## src/rtl/hs_dest_arbiter.sv

```systemverilog
// Destination side of a four-phase request/ack handshake shared by NUM_REQ sources.
// Requests are synchronized into clk_d, granted round-robin, and captured into one data register.
module hs_dest_arbiter #(
  parameter int NUM_REQ     = 4,
  parameter int DATA_W      = 8,
  parameter int SYNC_STAGES = 2,
  parameter int TIMEOUT     = 0,
  localparam int GW         = (NUM_REQ > 1) ? $clog2(NUM_REQ) : 1
) (
  input  logic                      clk_d,
  input  logic                      rst,
  input  logic [NUM_REQ-1:0]        request,
  input  logic [NUM_REQ*DATA_W-1:0] d_in,
  output logic [NUM_REQ-1:0]        ack,
  output logic [DATA_W-1:0]         data_out,
  output logic                      data_valid,
  output logic [GW-1:0]             grant_id,
  output logic                      busy,
  output logic                      timeout_err
);

  localparam logic [1:0] ST_IDLE     = 2'd0;
  localparam logic [1:0] ST_CAPTURE  = 2'd1;
  localparam logic [1:0] ST_WAIT_LOW = 2'd2;

  localparam int              TW       = (TIMEOUT > 1) ? $clog2(TIMEOUT) : 1;
  localparam logic [TW-1:0]   TO_LAST  = TW'((TIMEOUT > 0) ? (TIMEOUT - 1) : 0);
  localparam int              IW       = GW + 1;
  localparam logic [IW-1:0]   IDX_LIM  = IW'(NUM_REQ);
  localparam logic [GW-1:0]   LAST_IDX = GW'(NUM_REQ - 1);

  function automatic logic [NUM_REQ-1:0] onehot(input logic [GW-1:0] idx);
    onehot = {{(NUM_REQ-1){1'b0}}, 1'b1} << idx;
  endfunction

  logic [NUM_REQ-1:0] sync_q [SYNC_STAGES];
  logic [NUM_REQ-1:0] req_s;
  logic [DATA_W-1:0]  din_s [NUM_REQ];

  logic [1:0]         state_q, state_d;
  logic [GW-1:0]      grant_q, grant_d;
  logic [GW-1:0]      prio_q, prio_d;
  logic [NUM_REQ-1:0] mask_q, mask_d;
  logic [NUM_REQ-1:0] ack_q, ack_d;
  logic [DATA_W-1:0]  dout_q, dout_d;
  logic               dv_q, dv_d;
  logic               terr_q, terr_d;
  logic [TW-1:0]      cnt_q, cnt_d;

  logic [NUM_REQ-1:0] elig_s;
  logic               pick_vld_s;
  logic [GW-1:0]      pick_s;
  logic [IW-1:0]      idx_w;

  // Request synchronizer chains; only the last stage is ever looked at.
  always_ff @(posedge clk_d) begin
    if (rst) begin
      for (int s = 0; s < SYNC_STAGES; s++) begin
        sync_q[s] <= {NUM_REQ{1'b0}};
      end
    end else begin
      sync_q[0] <= request;
      for (int s = 1; s < SYNC_STAGES; s++) begin
        sync_q[s] <= sync_q[s-1];
      end
    end
  end

  assign req_s = sync_q[SYNC_STAGES-1];

  // Split the flat data bus into per-source slices.
  always_comb begin
    for (int i = 0; i < NUM_REQ; i++) begin
      din_s[i] = d_in[i*DATA_W +: DATA_W];
    end
  end

  // Round-robin pick: scan from prio_q upward with wrap; lowest offset wins.
  always_comb begin
    elig_s     = req_s & ~mask_q;
    pick_vld_s = 1'b0;
    pick_s     = {GW{1'b0}};
    idx_w      = {IW{1'b0}};
    for (int k = NUM_REQ - 1; k >= 0; k--) begin
      idx_w = {1'b0, prio_q} + IW'(k);
      idx_w = (idx_w >= IDX_LIM) ? (idx_w - IDX_LIM) : idx_w;
      if (elig_s[idx_w[GW-1:0]]) begin
        pick_vld_s = 1'b1;
        pick_s     = idx_w[GW-1:0];
      end else begin
        pick_vld_s = pick_vld_s;
      end
    end
  end

  // Handshake FSM next-state logic.
  always_comb begin
    state_d = state_q;
    grant_d = grant_q;
    prio_d  = prio_q;
    ack_d   = ack_q;
    dout_d  = dout_q;
    cnt_d   = cnt_q;
    dv_d    = 1'b0;
    terr_d  = 1'b0;
    mask_d  = mask_q & req_s;
    case (state_q)
      ST_IDLE: begin
        ack_d = {NUM_REQ{1'b0}};
        if (pick_vld_s) begin
          grant_d = pick_s;
          prio_d  = (pick_s == LAST_IDX) ? {GW{1'b0}} : (pick_s + GW'(1'b1));
          state_d = ST_CAPTURE;
        end else begin
          state_d = ST_IDLE;
        end
      end
      ST_CAPTURE: begin
        dout_d  = din_s[grant_q];
        dv_d    = 1'b1;
        ack_d   = onehot(grant_q);
        cnt_d   = {TW{1'b0}};
        state_d = ST_WAIT_LOW;
      end
      ST_WAIT_LOW: begin
        if (!req_s[grant_q]) begin
          ack_d   = {NUM_REQ{1'b0}};
          state_d = ST_IDLE;
        end else if ((TIMEOUT != 0) && (cnt_q == TO_LAST)) begin
          // Abandon a stuck source and hold it off until it deasserts.
          ack_d   = {NUM_REQ{1'b0}};
          terr_d  = 1'b1;
          mask_d  = mask_d | onehot(grant_q);
          state_d = ST_IDLE;
        end else begin
          cnt_d = cnt_q + TW'(1'b1);
        end
      end
      default: begin
        ack_d   = {NUM_REQ{1'b0}};
        state_d = ST_IDLE;
      end
    endcase
  end

  // State and output registers.
  always_ff @(posedge clk_d) begin
    if (rst) begin
      state_q <= ST_IDLE;
      grant_q <= {GW{1'b0}};
      prio_q  <= {GW{1'b0}};
      mask_q  <= {NUM_REQ{1'b0}};
      ack_q   <= {NUM_REQ{1'b0}};
      dout_q  <= {DATA_W{1'b0}};
      dv_q    <= 1'b0;
      terr_q  <= 1'b0;
      cnt_q   <= {TW{1'b0}};
    end else begin
      state_q <= state_d;
      grant_q <= grant_d;
      prio_q  <= prio_d;
      mask_q  <= mask_d;
      ack_q   <= ack_d;
      dout_q  <= dout_d;
      dv_q    <= dv_d;
      terr_q  <= terr_d;
      cnt_q   <= cnt_d;
    end
  end

  assign ack         = ack_q;
  assign data_out    = dout_q;
  assign data_valid  = dv_q;
  assign grant_id    = grant_q;
  assign busy        = (state_q != ST_IDLE);
  assign timeout_err = terr_q;

endmodule

```

## config.mk

```make
export PLATFORM = sky130hd
export DESIGN_NAME = hs_dest_arbiter
export DESIGN_NICKNAME = d
export VERILOG_FILES = /design/src/rtl/hs_dest_arbiter.sv
export SDC_FILE = /design/constraint.sdc
export NUM_CORES = 1
export LEC_CHECK = 0
export ABC_AREA = 1
export ABC_CLOCK_PERIOD_IN_PS = 1880
export CAP_MARGIN = 25
export CORE_ASPECT_RATIO = 2
export CORE_MARGIN = 2
export CORE_UTILIZATION = 43
export DETAILED_ROUTE_END_ITERATION = 7
export PLACE_DENSITY = 0.88
export RECOVER_POWER = 50
export SLEW_MARGIN = 20
export SYNTH_ARGS = -nofsm -noshare
export SYNTH_HDL_FRONTEND = slang
export SYNTH_SLANG_ARGS = --single-unit
```

## constraint.sdc

```tcl
create_clock -name clk_d -period 1.88 [get_ports clk_d]
set_input_delay 0.188 -clock clk_d [delete_from_list [all_inputs] [get_ports clk_d]]
set_output_delay 0.188 -clock clk_d [all_outputs]
set_load 0.005 [all_outputs]
```

; ---- Yosys cells after proc, flatten, opt, wreduce, memory -nomap -nowiden
; Memories as Yosys holds them, arrays and structs flattened.
; Cells that the tools add are included.
[totals]
memories = 1
ramBits = 8
ff_bits = 23
word_cells = 77
[classes]
n_shift = 1
mux = 37
addsub = 8
n_lt_le_gt_ge = 10
eq_ne = 4
reduce_logical = 3
n_bitwise = 6
[memory_table]
columns = memory, depth, width, rd, rd_ports_with_merged_regs, wr, line
row1 = sync_q, 2, 4, 2, 0, 2, 36  ; logic [NUM_REQ-1:0] sync_q [SYNC_STAGES];
[op_table]
columns = operator, n
row1 = 2-to-1 mux 2 bit, 10
row2 = binary-select mux 8 bit (select 2 bit), 1
row3 = 2-to-1 mux 8 bit, 2
row4 = "less-than comparator 2 x 3 -> 1 bit, second input constant", 5
row5 = 2-to-1 mux 1 bit, 14
row6 = "greater-or-equal comparator 3 bit, second input constant", 4
row7 = 2-to-1 mux 4 bit, 3
row8 = binary-select mux 1 bit (select 2 bit), 5
row9 = bitwise AND 4 bit, 2
row10 = case mux 4 bit (2 select lines), 1
row11 = "subtractor 2 x 1 -> 2 bit, second input constant", 4
row12 = "adder 2 x 2 -> 3 bit, second input constant", 2
row13 = case mux 2 bit (3 select lines), 1
row14 = "== test 2 bit, second input constant", 2
row15 = NOT 4 bit, 1
row16 = "<< shifter 1 x 2 -> 4 bit, first input constant", 1
row17 = "adder 2 x 1 -> 3 bit, second input constant", 1
row18 = "greater-or-equal comparator 2 x 3 -> 1 bit, second input constant", 1
row19 = NOT 2 -> 3 bit, 1
row20 = "adder 2 x 1 -> 2 bit, second input constant", 1
row21 = "== test 2 x 1 -> 1 bit, second input constant", 1
row22 = logical NOT 2 bit, 1
row23 = "inequality test 2 bit, second input constant", 1
row24 = OR 1 bit, 2
row25 = other kinds (2), 2

; ---- Longest topological paths before layout
[depth]
word_depth = 11
mapped_depth = 16
ltp_nobuf = 15

; ---- Worst setup path after synthesis
; Ideal clock, no wire load.
[synth_timing]
kind = flip-flop to flip-flop
start = reg prio_q[0]
end = reg prio_q[1]
arrival_time_ns = 1.217
synth_period_minus_slack_ns = 1.344
path_slack_ns = 0.536
setup_time_ns = 0.128
path_stages_with_launch = 14
cell_sequence = dfxtp_1 buf_6 inv_4 nand2_1 nand2_2 inv_2 nand2_2 inv_1 a21boi_0 a21oi_1 nand2_1 nand2_1 nor2_1 nor2_1
[synth_via]
elab_chain_cells = 11
elab_cells_between_ends = 35
[synth_rtl]
columns = element, line
row1 = start: declaration, 42  ; logic [GW-1:0] prio_q, prio_d;
row2 = start signal: assignment, 151  ; prio_q <= {GW{1'b0}};
row3 = start signal: assignment, 161  ; prio_q <= prio_d;
row4 = adder 2 x 2 -> 3 bit, 85  ; idx_w = {1'b0, prio_q} + IW'(k);
row5 = greater-or-equal comparator 3 bit or subtractor 2 x 1 -> 2 bit (tied branches), 86  ; idx_w = (idx_w >= IDX_LIM) ? (idx_w - IDX_LIM) : idx_w;
row6 = 2-to-1 mux 2 bit, 86
row7 = binary-select mux 1 bit (select 2 bit), 87  ; if (elig_s[idx_w[GW-1:0]]) begin
row8 = 2-to-1 mux 1 bit (implied by the code), 87
row9 = 2-to-1 mux 2 bit (4 in a row), 87
row10 = adder 2 x 1 -> 2 bit or == test 2 bit (tied branches), 112  ; prio_d = (pick_s == LAST_IDX) ? {GW{1'b0}} : (pick_s + GW'(1'b1));
row11 = 2-to-1 mux 2 bit, 112
; Several ways; a longest one is shown, not always the timed one. The select of a mux whose other input is x is not followed.
; A chain may end at the register's enable or synchronous reset.

; ---- Worst setup path in the final report
[layout_timing]
start = reg grant_q[1] (netlist: grant_id[1])
end = out grant_id[1]
[layout_lines]
columns = element, line
row1 = start: declaration, 41  ; logic [GW-1:0] grant_q, grant_d;
row2 = start signal: assignment, 150  ; grant_q <= {GW{1'b0}};
row3 = start signal: assignment, 160  ; grant_q <= grant_d;
row4 = end: declaration, 17  ; output logic [GW-1:0] grant_id,
; No word-level cell between the ends.

==> flow_summary.yaml <==
run_status:
  status: "complete, no violations"
global_routing:
  grt_first_pass_wirelength_um: 6400
  antenna_found_initial: 0
  grt_pass1_vias: 1557
  grt_start_max_net_pins: 16
  global_route.usage.total_pct: 22.7
  grt.overflow.total: 0
worst_setup_path:
  required_ps: 1690
  timing.setup.critical_path_class: "reg2out"
  cp_data_arrival_time_ps: 1510
  worstPathCellList: "clkdlybuf4s50_1"
  worst-r2r-cell-count: 5
  start_kind: "flop"
  timing.critical_path.buf_inv: 1
  worst_setup_startpoint: "grant_id[1]"
  r2r-start: "grant_id[0]"
  timing.critical_path.max_delay_family: "flip-flops"
  max_fanout_on_critical_path: 14
  critical_path.slowest_cell: "sky130_fd_sc_hd__dfxtp_1"
  timing.critical_path.depth: 1
  setup.reg_to_reg.worst_slack_ps: 220
  regToRegEndpoint: "ack[1]"
  cpPeakStageDelay_ps: 630
  setup_crit_end_kind: "output port"
power_and_ir_drop:
  irDropWorstVdd_mv: 0.636
  p_per_area_nw_per_um2: 901
  share_comb_of_total_power_pct: 31.3
  leakagePower_nw: 0.886
  cell_internal_pwr_w: 0.00125
  share_seq_of_total_power_pct: 43.3
  p_sw_share_pct: 33.0
  clock_power_share_pct: 25.3
  switching_component_of_the_power_w: 0.000616
layout:
  final_core_utilization_pct: 65.0
  layout-drive-gt1-share_pct: 9.45
  area.growth.synth_to_final_pct: 43.2
  mostFrequentLayoutCells: "sky130_fd_sc_hd__clkdlybuf4s50_1 (42), sky130_fd_sc_hd__nand2_1 (33), sky130_fd_sc_hd__dfxtp_1 (31)"
  antenna_cells_inserted: 0
  layout.cells.most_common: "sky130_fd_sc_hd__clkdlybuf4s50_1"
  layout.nets: 293
  fill_cells: 278
synth:
  synth_top_family_by_area: "simple AND/OR/NAND/NOR gates"
  proportion_of_synthesized_chip_area_in_sequential_cells_pct: 42.8
  synth_nets: 238
  synth.ff_latch_count: 31
  yosys-mux-area-fraction_pct: 0
  yosysWarningCount: 0
  synth-simple-area-share_pct: 28.4
  yosys.cell_types.count: 25
  syn-cell-area_um2: 1450
  avgSynthCellArea_um2: 7.24
  synth-xor-area-share_pct: 0
  post_synthesis_adder_cell_area_fraction_pct: 0
  compound_gate_portion_of_the_synthesized_area_pct: 16.3
  synth_cells: 200
clocking:
  cts-root-buf: "sky130_fd_sc_hd__clkbuf_8"
  numClockSinks: 31
  postCtsResizedCells: 0
  clock_tree.htree_level_count: 2
  cts_tree: "done"
  cts.reportedPaths.clkPinSlew_ps: 60
  post_cts_hold_buffer_count: 0
  numCtsBuffers: 5
  clock_tree_buf_depth: 2
  worstSkewPairLatency_ps: 290
  post-cts-setup-buffers: 0
sta:
  slew_viol_final: 0
  finalHoldViolCount: 0
  final_cycle_share_pct: 90.2
  achievable-frequency_mhz: 589
  finalSetupViolCount: 0
  period_needed_ps: 1700
  worst_clock_skew_ps: 4.39
  finalSetupTns_ps: 0
  unrepaired_setup_endpoints_after_global_routing: "no"
floorplan:
  full_die_area_um2: 3880
  rows: 29
  die_width_um: 45.0
  core-area_um2: 3190
  die_h_um: 86.1
  io_pins: 55
  initial_core_util_pct: 45.4
routing:
  detailedRoute.firstIterationViolations: 31
  ant_nets: 0
  remaining_drc_errors: 0
  finalWirelength_um: 3880
  wire_per_inst_um: 13.6
  detail_route.first_pass.iterations: 4
  viasPerCell: 5.43
  detailroute.via_count: 1547
hold_path:
  hold_class: "reg2reg"
  hold-path-cell-count: 2
  start_point_of_the_worst_hold_path: "sync_q[0][0]"
  hold-path-endpoint: "sync_q[0][4]"
placed_design:
  numPortBuffers: 53
  place.detailed.hpwl_um: 3010
  routabilityCongestion: 0.856
flow_run:
  maxcap_violations: 0
-- cell usage after synthesis --
library cell                count  share of area [%]
sky130_fd_sc_hd__o211ai_1       1               0.52
sky130_fd_sc_hd__nor3_1         1               0.35
sky130_fd_sc_hd__dfxtp_1       31                 43
sky130_fd_sc_hd__a22oi_1        8                4.1
sky130_fd_sc_hd__clkbuf_1       4                1.0
sky130_fd_sc_hd__nand3_1       27                9.3
sky130_fd_sc_hd__buf_2          4                1.4
sky130_fd_sc_hd__nor2_1        19                4.9
sky130_fd_sc_hd__nand3_2        2                1.4
sky130_fd_sc_hd__buf_6          1               0.78
sky130_fd_sc_hd__inv_4          1               0.43
sky130_fd_sc_hd__inv_2          3               0.78
sky130_fd_sc_hd__nor2_2         3                1.3
sky130_fd_sc_hd__o22ai_1        2               0.86
sky130_fd_sc_hd__a21oi_1        3                1.0
sky130_fd_sc_hd__a41oi_1        8                4.8
sky130_fd_sc_hd__nand2_1       33                8.5
sky130_fd_sc_hd__o21ai_0       11                3.8
sky130_fd_sc_hd__o2111ai_1      1               0.60
sky130_fd_sc_hd__inv_1         28                7.3
sky130_fd_sc_hd__buf_4          1               0.52
sky130_fd_sc_hd__nand2_2        5                2.2
sky130_fd_sc_hd__nand4_1        1               0.43
sky130_fd_sc_hd__conb_1         1               0.26
sky130_fd_sc_hd__a21boi_0       1               0.52
-- power groups by stage --
stage,Clock [W],Combinational [W],Sequential (W)
6_report,0.000473,0.000586,0.000810
3_5_place_dp,0,0.000594,0.000822
4_1_cts,0.000478,0.000597,0.000809
2_1_floorplan,0,0.000367,0.000780
5_1_grt,0.000503,0.000652,0.000821
3_3_place_gp,0,0.000577,0.000823
-- area by class of cell --
class / count / area (um^2) / share of cell area, %
multi-input cells: 127 / 652 / 31.4
repair buffers: 58 / 568 / 27.4
inverters: 32 / 123 / 5.91
clock buffers: 6 / 72.6 / 3.50
well taps: 31 / 38.8 / 1.87
flip-flops and latches: 31 / 621 / 29.9
-- worst reg2reg max path, stage by stage (launching register included) --
cell,delay (ps)
sky130_fd_sc_hd__dfxtp_1,460
sky130_fd_sc_hd__nor2_2,470
sky130_fd_sc_hd__nand2_1,90
sky130_fd_sc_hd__o2111ai_1,140
sky130_fd_sc_hd__nand4_1,230
sky130_fd_sc_hd__o21ai_0,200
-- how the worst max path moves through the flow --
stage                              to  slack, ps
after floorplan             prio_q[1]        540
after global placement         ack[1]        220
after detailed placement       ack[0]        220
after CTS                 grant_id[1]        170
after global routing           ack[0]          7
final                     grant_id[1]        180
-- routing by layer --
metal | track usage [%] | up-vias | wire, um
met1 | 20.5 | 693 | 1330
met5 | 0 | - | 0
met2 | 39.6 | 67 | 2140
met4 | 17.4 | 0 | 226
li1 | - | 764 | -
met3 | 5.89 | 23 | 185
-- metrics by stage --
step           hold slack [ps]  power (W)  instance area, um^2  instances  setup slack [ps]
4_1_cts                    400    0.00188                 2070        285               171
2_1_floorplan              295    0.00115                 1450        200               536
3_5_place_dp               396    0.00142                 2000        279               215
6_report                   397    0.00187                 2070        285               183
5_1_grt                    405    0.00198                 2070        285              6.56
3_3_place_gp               390    0.00140                 2000        279               224
-- cells by family after synthesis --
group / count (synthesis)
AND/OR/NAND/NOR: 91
AO/OA/AOI/OAI: 35
buffers and inverters: 42
flip-flops: 31
other: 1
-- sequential cells by signal, summed over array words and instances (netlist names) --
signal	flops
ack	4
data_valid	1
sync_q	8
state_q	2
data_out	8
grant_id	2
mask_q	4
prio_q	2
No activity file was read; power rests on OpenSTA's default activity.
